### src/rtl/trig_delay_gen.sv
//------------------------------------------------------------------------------
// Module   : trig_delay_gen
// Purpose  : Armed trigger delay/pulse generator with hold-off and pulse count.
//            Optional retrigger in DELAY: define TRIG_DELAY_GEN_RETRIG_EN.
// Revision : 1.0 - initial release
//------------------------------------------------------------------------------
`default_nettype none

module trig_delay_gen #(
  parameter int DELAY_W   = 12,
  parameter int PULSE_W   = 4,
  parameter int HOLDOFF   = 15,
  parameter int DELAY_RST = 100,
  parameter int PULSE_RST = 10
) (
  input  logic               CLK,
  input  logic               RST,
  input  logic               ENTrig,
  input  logic               Trigin,
  input  logic [DELAY_W-1:0] delay_in,
  input  logic [PULSE_W-1:0] pulse_in,
  input  logic               setdelay,
  output logic               Trigout,
  output logic               armed,
  output logic               busy,
  output logic [7:0]         trig_cnt
);

  localparam int HW = (HOLDOFF < 2) ? 1 : $clog2(HOLDOFF + 1);
  localparam logic [HW-1:0]      c_HOLD_LAST = HW'((HOLDOFF > 0) ? HOLDOFF - 1 : 0);
  localparam logic [PULSE_W-1:0] c_PONE      = PULSE_W'(1);

  typedef enum logic [2:0] {
    S_DISARMED = 3'd0,
    S_HOLDOFF  = 3'd1,
    S_IDLE     = 3'd2,
    S_DELAY    = 3'd3,
    S_PULSE    = 3'd4
  } state_t;

  state_t             r_state, w_state_nxt;
  logic [DELAY_W-1:0] r_dly, r_dcnt, w_dcnt_nxt;
  logic [PULSE_W-1:0] r_pls, r_pcnt, w_pcnt_nxt;
  logic [HW-1:0]      r_hcnt, w_hcnt_nxt;
  logic [7:0]         r_trig_cnt;
  logic               r_trig_d, r_trigout, w_trigout_nxt, w_done;
  logic               w_edge, w_retrig;

  assign w_edge = Trigin & ~r_trig_d;

`ifdef TRIG_DELAY_GEN_RETRIG_EN
  assign w_retrig = w_edge;
`else
  assign w_retrig = 1'b0;
`endif

  always_comb begin
    w_state_nxt   = r_state;
    w_dcnt_nxt    = r_dcnt;
    w_pcnt_nxt    = r_pcnt;
    w_hcnt_nxt    = r_hcnt;
    w_trigout_nxt = 1'b0;
    w_done        = 1'b0;
    if (!ENTrig) begin
      // Disarm aborts everything; D, P and the pulse count survive.
      w_state_nxt = S_DISARMED;
      w_dcnt_nxt  = '0;
      w_pcnt_nxt  = '0;
      w_hcnt_nxt  = '0;
    end else begin
      case (r_state)
        S_DISARMED: begin
          if (HOLDOFF == 0) begin
            w_state_nxt = S_IDLE;
          end else begin
            w_state_nxt = S_HOLDOFF;
            w_hcnt_nxt  = c_HOLD_LAST;
          end
        end
        S_HOLDOFF: begin
          if (r_hcnt == '0) w_state_nxt = S_IDLE;
          else              w_hcnt_nxt  = r_hcnt - 1'b1;
        end
        S_IDLE: begin
          if (w_edge) begin
            w_state_nxt = S_DELAY;
            w_dcnt_nxt  = r_dly;
            w_pcnt_nxt  = (r_pls == '0) ? c_PONE : r_pls;
          end
        end
        S_DELAY: begin
          if (w_retrig) begin
            w_dcnt_nxt = r_dly;
          end else if (r_dcnt == '0) begin
            w_state_nxt   = S_PULSE;
            w_trigout_nxt = 1'b1;
          end else begin
            w_dcnt_nxt = r_dcnt - 1'b1;
          end
        end
        S_PULSE: begin
          if (r_pcnt <= c_PONE) begin
            w_state_nxt = S_IDLE;
            w_done      = 1'b1;
          end else begin
            w_pcnt_nxt    = r_pcnt - 1'b1;
            w_trigout_nxt = 1'b1;
          end
        end
        default: w_state_nxt = S_DISARMED;
      endcase
    end
  end

  always_ff @(posedge CLK) begin
    if (RST) begin
      r_state    <= S_DISARMED;
      r_dly      <= DELAY_W'(DELAY_RST);
      r_pls      <= PULSE_W'(PULSE_RST);
      r_dcnt     <= '0;
      r_pcnt     <= '0;
      r_hcnt     <= '0;
      r_trig_cnt <= '0;
      r_trigout  <= 1'b0;
      r_trig_d   <= 1'b1;
    end else begin
      r_state   <= w_state_nxt;
      r_dcnt    <= w_dcnt_nxt;
      r_pcnt    <= w_pcnt_nxt;
      r_hcnt    <= w_hcnt_nxt;
      r_trigout <= w_trigout_nxt;
      r_trig_d  <= Trigin;
      if (setdelay) begin
        r_dly <= delay_in;
        r_pls <= pulse_in;
      end
      if (w_done && (r_trig_cnt != 8'hFF)) r_trig_cnt <= r_trig_cnt + 8'd1;
    end
  end

  assign Trigout  = r_trigout;
  assign armed    = (r_state == S_IDLE);
  assign busy     = (r_state == S_DELAY) || (r_state == S_PULSE);
  assign trig_cnt = r_trig_cnt;

endmodule

`default_nettype wire

### config.mk
export PLATFORM = sky130hd
export DESIGN_NAME = trig_delay_gen
export DESIGN_NICKNAME = d
export VERILOG_FILES = /design/src/rtl/trig_delay_gen.sv
export SDC_FILE = /design/constraint.sdc
export NUM_CORES = 1
export LEC_CHECK = 0
export BUFFER_PORTS_ARGS = -buffer_cell sky130_fd_sc_hd__buf_2
export CELL_PAD_IN_SITES_DETAIL_PLACEMENT = 1
export CELL_PAD_IN_SITES_GLOBAL_PLACEMENT = 1
export CORE_MARGIN = 2
export CORE_UTILIZATION = 39
export CTS_BUF_LIST = sky130_fd_sc_hd__clkbuf_16
export DETAILED_ROUTE_END_ITERATION = 16
export GPL_TIMING_DRIVEN = 1
export PLACE_DENSITY_LB_ADDON = 0.2
export SETUP_SLACK_MARGIN = 0.4
export SYNTH_ARGS = -nofsm -noshare
export SYNTH_HDL_FRONTEND = slang
export SYNTH_SLANG_ARGS = --single-unit
### constraint.sdc
create_clock -name CLK -period 2 [get_ports CLK]
set_input_delay 0.1 -clock CLK [delete_from_list [all_inputs] [get_ports CLK]]
set_output_delay 0.1 -clock CLK [all_outputs]
set_load 0.02 [all_outputs]
==> results of run 1 <==
-- report_power, final --
group | switching, mW | total, mW | internal [mW] | leakage (nW)
Clock | 0.379 | 0.961 | 0.582 | 0.0826
Combinational | 0.127 | 0.241 | 0.114 | 0.889
Sequential | 0.0282 | 1.03 | 1.01 | 0.403
-- flip-flops by register name (all words and copies together), names as in the netlist --
name / flops
trig_cnt: 8
r_dly: 12
r_hcnt: 4
r_pcnt: 4
r_dcnt: 12
r_pls: 4
Trigout: 1
r_trig_d: 1
r_state: 3
-- area by class of cell --
class,instances,area (µm²),share of cell area
clock buffers,5,125,0.0366
inverters,8,30.0,0.00878
well taps,80,100,0.0293
multi-input cells,229,1680,0.492
repair buffers,69,454,0.133
clock inverters,3,37.5,0.0110
flip-flops and latches,49,990,0.289
-- repair_timing --
action                     in CTS  in global routing
setup buffers                   2                  3
pin swaps                       2                  5
setup endpoints to repair      31                 33
resized for setup               7                 16
-- final timing paths --
path,endpoint,cells after the start,from
setup / recovery,r_dcnt[8]$_SDFFE_PP0P_,5,r_dcnt[5]$_SDFFE_PP0P_
hold / removal,r_pls[1]$_SDFFE_PP1P_,2,pulse_in[1]
setup reg to reg,r_dcnt[8]$_SDFFE_PP0P_,5,r_dcnt[5]$_SDFFE_PP0P_
hold reg to reg,r_dly[1]$_SDFFE_PP0P_,2,r_dly[1]$_SDFFE_PP0P_
-- stage by stage --
stage	cell area [µm²]	setup WS (ps)
6_report	3420	-75.6
5_1_grt	3420	-121
4_1_cts	3320	-16.6
3_5_place_dp	3120	-21.2
3_3_place_gp	3120	9.94
2_1_floorplan	2720	-39.9
-- cells by family after synthesis --
family | count (synthesis)
compound gates | 86
xor+xnor | 1
fa+ha+maj | 6
buf+inv | 27
flops | 49
mux | 13
simple gates | 123
-- cell usage after synthesis, drive strengths merged (5+ instances only) --
library cell	n	area share
a211o	7	0.023
a21oi	23	0.044
a31oi	5	0.012
clkbuf	17	0.024
dfxtp	49	0.37
ha	6	0.028
inv	8	0.011
mux2i	13	0.049
nand2	19	0.027
nand3	7	0.013
nand4	5	0.012
nor2	23	0.033
nor2b	10	0.024
nor3	9	0.017
nor3b	6	0.021
o21ai	10	0.020
o311ai	8	0.027
o31ai	9	0.026
or3	7	0.017
or4	7	0.021
-- critical path: stages, from the launching register on --
cell	delay, ps
dfxtp_2	320
or4_4	540
or4b_4	550
buf_4	180
o21ai_4	220
o221a_2	210
-- metal layers --
| layer | up-vias | share of wire | global-route usage | routed length [µm] |
|---|---|---|---|---|
| li1 | 1267 | - | - | - |
| met1 | 1352 | 0.44 | 0.275 | 3780 |
| met2 | 40 | 0.52 | 0.419 | 4490 |
| met3 | 14 | 0.026 | 0.0286 | 226 |
| met4 | 0 | 0.017 | 0.0909 | 148 |
| met5 | - | 0 | 0 | 0 |
==> reports/qor.txt, run 1 <==
clk slew on worst S/H paths: 70 ps
DRT iter0 DRCs: 98
Final Power: 2.24 mW
Antenna Cells: 0
Util after Layout: 0.512
post-synthesis cell type count: 55
vias in the first global route: 2778
final WL: 8640 µm
TritonCTS clock tree: done
Tot GR Track Use: 0.231
Detail Placement HPWL: 5950 µm
initial antenna violation count: 0
largest net degree at the start of global routing: 22
core area: 6680 µm²
PortBufs: 31
#FFs+latches synth: 49
Clock Sinks: 49
Slew headroom: 0.212
setup TNS: -265 ps
Layout area overhead: 29.3%
RSZ-0062 raised after global routing: yes
grt ovf: 0
Arr. time, crit path: 2310 ps
Hold WC Path Type: in -> reg
# DRC: 0
htree depth: 2
most common cell after layout, fill and taps aside: dfxtp_1
Final WS setup: -75.6 ps
Synth Area in Compound Gates: 0.239
die area: 7450 µm²
commonest non-fill, non-tap cells in the layout: dfxtp_1, buf_4, buf_2, nor2_1, a21oi_1
Slew @ Worst Pin: 1180 ps
Horiz. Die Dim: 86.3 µm
Via density: 6.03
Critical Path RT: 2230 ps
synth warn: 0
TritonCTS Buffers: 5
Initial Util: 0.396
Max Slew Vio Count: 0
hold-fix buffer count after cts: 0
static leakage: 1.37 nW
XOR/XNOR Fraction of Synth Area: 0.00331
post-synthesis cell count: 305
fmax: 482 MHz
synthesized area: 2640 µm²
Longest Clk Path Bufs: 2
Crit. End Element: flip-flop
VDD IR max: 0.000334 V
post-route ant nets: 0
number of fill cells: 820
number of synthesized flops with an enable pin: 0
Die H: 86.3 µm
root buffer cell: clkbuf_16
I/O pin total: 32
first-pass GRT wire length: 13600 µm
skew final: 8.99 ps
via count: 2673
post-synthesis adder-cell area fraction: 0.0284
mux cell area share after synthesis: 0.0492
reg-to-reg setup timing slack: -80 ps
largest family of logic cells by synthesized area: simple AND/OR/NAND/NOR gates
Power Density: 654 nW/µm²
status: finished, violations left
fraction of registers with async set/reset: 0
Hold Vio Cnt, Final: 0
Finished Layout Cells: 443
row count: 30
worst-path fanout max: 4
clk_lat worst skew: 300 ps
worst setup path class: reg -> reg
Routability Congestion: 0.855
layout cells sized above 1: 0.314
post-synthesis area per instance: 8.67 µm²
WL/cell: 19.5 µm
final net count: 389
violated checks: negative setup slack
final setup fails: 8
post-synthesis simple-gate area fraction: 0.268
sequential area share after synthesis: 0.371
Inst Count DP: 430
syn_nets: 332
Post-synth top flop: dfxtp_1
ratio of final minimum period to clock period: 1.04
Critical Path Start Type: flip-flop
max-cap violation count: 0
fin crit period: 2080 ps
WHS: 9.04 ps
Initial DRT Pass Iterations: 4
Power figures use the tool's default switching activity.
==> inputs of run 2 (changes only) <==
==> constraint.sdc (replaced) <==
create_clock -name CLK -period 2 [get_ports CLK]
set_input_delay 0.1 -clock CLK [delete_from_list [all_inputs] [get_ports CLK]]
set_output_delay 0.1 -clock CLK [all_outputs]
set_load 0.1 [all_outputs]
==> reports/qor.txt, run 2 (synthesis gave the netlist of run 1 again) <==
status: finished, violations left
violated checks: negative setup slack
Placement Setup Slack: 32.0 ps (+53.3 ps)
Longest Clk Path Bufs: 2 (unchanged)
Arr. time, crit path: 2230 ps (-80 ps)
WL/cell: 19.9 µm (+1.9%)
VDD IR max: 0.000318 V (-4.8%)
DRT iter0 DRCs: 103 (+5.1%)
setup TNS: -17.9 ps (+247 ps)
RSZ-0062 raised after global routing: yes
Slew headroom: 0.648 (+0.436)
# DRC: 0 (unchanged)
Final WS setup: -10.7 ps (+64.9 ps)
Worst path slowest cell: or4_4
Max Slew Vio Count: 0 (unchanged)
Hold Vio Cnt, Final: 0 (unchanged)
Detail Placement HPWL: 5470 µm (-8.1%)
crit path buf inv count: 0 (-1)
largest net degree at the start of global routing: 27 (+23%)
max-cap violation count: 0 (unchanged)
row count: 30 (unchanged)
Critical Path Start Type: flip-flop
worst-path fanout max: 4 (unchanged)
fmax: 497 MHz (+3.2%)
Initial Util: 0.396 (unchanged)
cells along the critical path: or4_4, or4b_4, a221oi_4, mux2i_1
first-pass GRT wire length: 13700 µm (+0.46%)
static leakage: 1.48 nW (+7.6%)
TritonCTS Buffers: 5 (unchanged)
final net count: 396 (+1.8%)
Slew @ Worst Pin: 528 ps (-652 ps)
Power Density: 574 nW/µm² (-12%)
I/O pin total: 32 (unchanged)
skew final: 4.94 ps (-4.04 ps)
TritonCTS clock tree: done
ratio of final minimum period to clock period: 1.01 (-0.0325)
Finished Layout Cells: 450 (+1.6%)
vias in the first global route: 2763 (-0.54%)
clk slew on worst S/H paths: 70 ps (about the same)
grt ovf: 0 (unchanged)
htree depth: 2 (unchanged)
Routability Congestion: 0.905 (+5.8%)
Crit. End Element: flip-flop
Critical Path RT: 2220 ps (about the same)
via count: 2763 (+3.4%)
Horiz. Die Dim: 86.3 µm (unchanged)
clk_lat worst skew: 290 ps (about the same)
hold-fix buffer count after cts: 0 (unchanged)
fin crit period: 2010 ps (-64.9 ps)
initial antenna violation count: 0 (unchanged)
Layout area overhead: 39.7%
Die H: 86.3 µm (unchanged)
max incr delay on CP: 540 ps (about the same)
most common cell after layout, fill and taps aside: buf_4
delay-heaviest family, CP: simple AND/OR/NAND/NOR gates
post-route ant nets: 0 (unchanged)
commonest non-fill, non-tap cells in the layout: buf_4, dfxtp_1, buf_2, nor2_1, nand2_1
PortBufs: 31 (unchanged)
final setup fails: 3 (-5)
Hold WC Path Type: in -> reg
Inst Count DP: 424 (-1.4%)
final WL: 8950 µm (+3.5%)
Antenna Cells: 0 (unchanged)
Tot GR Track Use: 0.230 (-0.000459)
root buffer cell: clkbuf_16
worst setup path class: reg -> reg
core area: 6680 µm² (unchanged)
Initial DRT Pass Iterations: 5 (+1)
Via density: 6.14 (+1.8%)
die area: 7450 µm² (unchanged)
layout cells sized above 1: 0.422 (+0.108)
Clock Sinks: 49 (unchanged)
[run 2: cell count changes in the layout (fill, tap and decap cells not counted), sizes merged]
cell	delta
buf	+6
bufinv	-1
clkbuf	+1
clkinv	-1
clkinvlp	+1
inv	+1
[run 2: worst paths after layout]
path	from	endpoint	slack [ps]	cells past startpoint
max	r_dcnt[5]$_SDFFE_PP0P_	r_state[0]$_SDFFE_PP0P_	-10	4
min	delay_in[5]	r_dly[5]$_SDFFE_PP1P_	10	2
max reg2reg	r_dcnt[5]$_SDFFE_PP0P_	r_state[0]$_SDFFE_PP0P_	-10	4
min reg2reg	trig_cnt[6]$_SDFFE_PP0P_	trig_cnt[6]$_SDFFE_PP0P_	470	1
[run 2: report_power, final]
group	switching, mW	internal, mW	leakage (nW)
Sequential	0.0292	0.995	0.411
Combinational	0.142	0.113	0.996
Clock	0.382	0.456	0.0724
[run 2: final cells by class]
| class | instances | area, µm² |
|---|---|---|
| Fill cell | 766 | 2990 |
| Multi-Input combinational cell | 229 | 1840 |
| Sequential cell | 49 | 1030 |
| Timing Repair Buffer | 76 | 548 |
| Clock buffer | 5 | 125 |
| Tap cell | 80 | 100 |
| Inverter | 8 | 35.0 |
| Clock inverter | 3 | 15.0 |
[run 2: routing by layer]
layer	track usage	part of all wire	vias up
met5	0	0	-
met4	0.0866	0.034	0
met3	0.0390	0.054	32
met2	0.379	0.49	112
met1	0.303	0.42	1327
li1	-	-	1292
[run 2: worst register-to-register path: stages (launching register included)]
cell	delay (ps)
dfxtp_2	320
or4_4	540
or4b_4	540
a221oi_4	340
mux2i_1	210
[run 2: per-stage QoR]
stage               hold slack [ps]  cell area, µm²  power, mW  utilization
detailed placement              313            3110       1.26        0.466
finish                         9.68            3690       2.12        0.553
global route                   28.4            3690       2.19        0.553
floorplan                       207            2730       1.19            -
CTS                            11.2            3400       2.10        0.508
global placement                305            3110       1.26        0.466
[run 2: what timing repair did]
action | 4_1_cts | 5_1_grt
resized for setup | 29 | 50
setup buffers | 7 | 10
gates cloned | 0 | 1
pin swaps | 15 | 18
setup endpoints to repair | 30 | 30
==> inputs of run 3 (changes only) <==
--- a/config.mk
+++ b/config.mk
@@ -10,5 +10,5 @@
 export CELL_PAD_IN_SITES_GLOBAL_PLACEMENT = 1
 export CORE_MARGIN = 2
-export CORE_UTILIZATION = 39
+export CORE_UTILIZATION = 30
 export CTS_BUF_LIST = sky130_fd_sc_hd__clkbuf_16
 export DETAILED_ROUTE_END_ITERATION = 16
==> constraint.sdc (replaced) <==
create_clock -name CLK -period 2 [get_ports CLK]
set_input_delay 0.1 -clock CLK [delete_from_list [all_inputs] [get_ports CLK]]
set_output_delay 0.1 -clock CLK [all_outputs]
set_load 0.02 [all_outputs]
==> reports/qor.txt, run 3 (synthesis gave the netlist of run 1 again) <==
via count: 2649 (-4.1%)
Power Density: 607 nW/µm² (+5.9%)
Die H: 97.9 µm (+13%)
ratio of final minimum period to clock period: 1.06 (+0.0510)
Final Power: 2.23 mW (+5.2%)
Initial Util: 0.306 (-0.0895)
htree depth: 2 (unchanged)
core area: 8640 µm² (+29%)
Layout area overhead: 38.9%
most used cell, CP: buf_4
WHS: 16.0 ps (+6.28 ps)
Horiz. Die Dim: 97.9 µm (+13%)
number of stages on the worst setup path: 6 (+2)
# DRC: 0 (unchanged)
row count: 34 (+13%)
Crit. End Element: flip-flop
initial antenna violation count: 0 (unchanged)
Arr. time, crit path: 2280 ps (+50 ps)
FF-to-FF path depth: 6 (+2)
Hold WC Path Type: in -> reg
static leakage: 1.48 nW (+0.38%)
cells along the critical path: or4_4, or4b_4, buf_4, buf_4, o221ai_2, a21oi_2
largest net degree at the start of global routing: 27 (unchanged)
Slew @ Worst Pin: 682 ps (+153 ps)
final net count: 403 (+1.8%)
worst setup path class: reg -> reg
R2R Path Start: r_dcnt[5]$_SDFFE_PP0P_
max incr delay on CP: 570 ps (+30 ps)
most common cell after layout, fill and taps aside: buf_4
root buffer cell: clkbuf_16
commonest non-fill, non-tap cells in the layout: buf_4, dfxtp_1, buf_2, nor2_1, nand2_1
start point of the critical path: r_dcnt[5]$_SDFFE_PP0P_
Antenna Cells: 0 (unchanged)
violated checks: negative setup slack
Critical Path Start Type: flip-flop
Finished Layout Cells: 484 (+7.6%)
Via density: 5.47 (-11%)
clk slew on worst S/H paths: 70 ps (about the same)
RSZ-0062 raised after global routing: yes
Clock Sinks: 49 (unchanged)
Worst path slowest cell: or4b_4
fin crit period: 2110 ps (+102 ps)
M1 WL: 3870 µm (+2.7%)
skew final: 7.94 ps (+3.00 ps)
Hold Vio Cnt, Final: 0 (unchanged)
max layer used: met4
grt ovf: 0 (unchanged)
TritonCTS clock tree: done
status: finished, violations left
Final WS setup: -113 ps (-102 ps)
final WL: 8510 µm (-4.8%)
VDD IR max: 0.000361 V (+14%)
Slew headroom: 0.546 (-0.102)
Initial DRT Pass Iterations: 4 (-1)
reg-to-reg setup timing slack: -110 ps (-100 ps)
I/O pin total: 32 (unchanged)
final setup fails: 13 (+10)
TritonCTS Buffers: 5 (unchanged)
WL/cell: 17.6 µm (-12%)
reg-to-reg endpoint: r_dcnt[9]$_SDFFE_PP0P_
clk_lat worst skew: 290 ps (about the same)
Inst Count DP: 458 (+8.0%)
Longest Clk Path Bufs: 2 (unchanged)
metal2 WL: 4240 µm (-3.2%)
Setup crit end: r_dcnt[9]$_SDFFE_PP0P_
number of fill cells: 999 (+30%)
delay-heaviest family, CP: simple AND/OR/NAND/NOR gates
fmax: 473 MHz (-4.8%)
Routability Congestion: 0.847 (-6.4%)
Critical Path RT: 2160 ps (-60 ps)
max-cap violation count: 0 (unchanged)
hold-fix buffer count after cts: 0 (unchanged)
post-route cell area: 3670 µm² (-0.58%)
post-route ant nets: 0 (unchanged)
worst-path fanout max: 6 (+2)
vias in the first global route: 2678 (-3.1%)
Detail Placement HPWL: 5880 µm (+7.5%)
DRT iter0 DRCs: 82 (-20%)
Tot GR Track Use: 0.173 (-0.0570)
crit path buf inv count: 2 (+2)
die area: 9580 µm² (+29%)
first-pass GRT wire length: 13800 µm (+0.56%)
Placed Area: 3150 µm² (+1.4%)
Util after Layout: 0.425 (-0.128)
met3 WL: 236 µm (-51%)
Max Slew Vio Count: 0 (unchanged)
PortBufs: 31 (unchanged)
layout cells sized above 1: 0.391 (-0.0307)
==> run 3: changes by cell type in the layout (fill, tap and decap cells not counted), sizes merged <==
cell      previous run  this run
clkinvlp             1         0
bufinv               0         1
clkinv               0         1
inv                 10         8
clkbuf               6         5
buf                 75        83
==> run 3: how the worst min path moves through the flow <==
stage / to / cells past startpoint / from / slack (ps)
6_report: r_pls[1]$_SDFFE_PP1P_ / 2 / pulse_in[1] / 20
4_1_cts: r_pls[1]$_SDFFE_PP1P_ / 2 / pulse_in[1] / 20
3_3_place_gp: r_dly[5]$_SDFFE_PP1P_ / 2 / delay_in[5] / 310
3_5_place_dp: r_pls[1]$_SDFFE_PP1P_ / 2 / pulse_in[1] / 310
5_1_grt: r_dly[2]$_SDFFE_PP1P_ / 2 / delay_in[2] / 30
2_1_floorplan: r_trig_d$_SDFF_PP1_ / 1 / Trigin / 210
==> run 3: per-layer routing <==
layer | vias up | global-route usage
li1 | 1301 | -
met1 | 1281 | 0.231
met2 | 51 | 0.296
met3 | 16 | 0.0258
met4 | 0 | 0.0427
met5 | - | 0
==> run 3: metrics by stage <==
step	TNS, ps	worst slack, ps
floorplan	-57.8	-39.9
global placement	-6.46	-6.46
detailed placement	-210	-102
CTS	-273	-67.7
global route	-2020	-204
finish	-730	-113
==> run 3: timing repair <==
action / CTS / global route
gates cloned: 0 / 0
endpoints found under the hold margin: 0 / 0
endpoints found under the setup margin: 30 / 32
resized for setup: 11 / 43
setup buffers: 9 / 10
pin swaps: 6 / 15
==> run 3: where the power goes <==
part | leakage (nW) | total, mW | internal [mW] | switching (mW)
clock network | 0.0797 | 0.955 | 0.582 | 0.373
registers | 0.404 | 1.03 | 1.00 | 0.0296
logic | 1.00 | 0.242 | 0.119 | 0.123
==> run 3: cell type report <==
class / instances / area, µm² / area share
timing repair buffer: 83 / 564 / 0.154
sequential: 49 / 998 / 0.272
clock buffer: 5 / 125 / 0.0341
multi-input combinational: 229 / 1780 / 0.485
inverter: 8 / 32.5 / 0.00886
tap: 108 / 135 / 0.0368
clock inverter: 2 / 35.0 / 0.00954
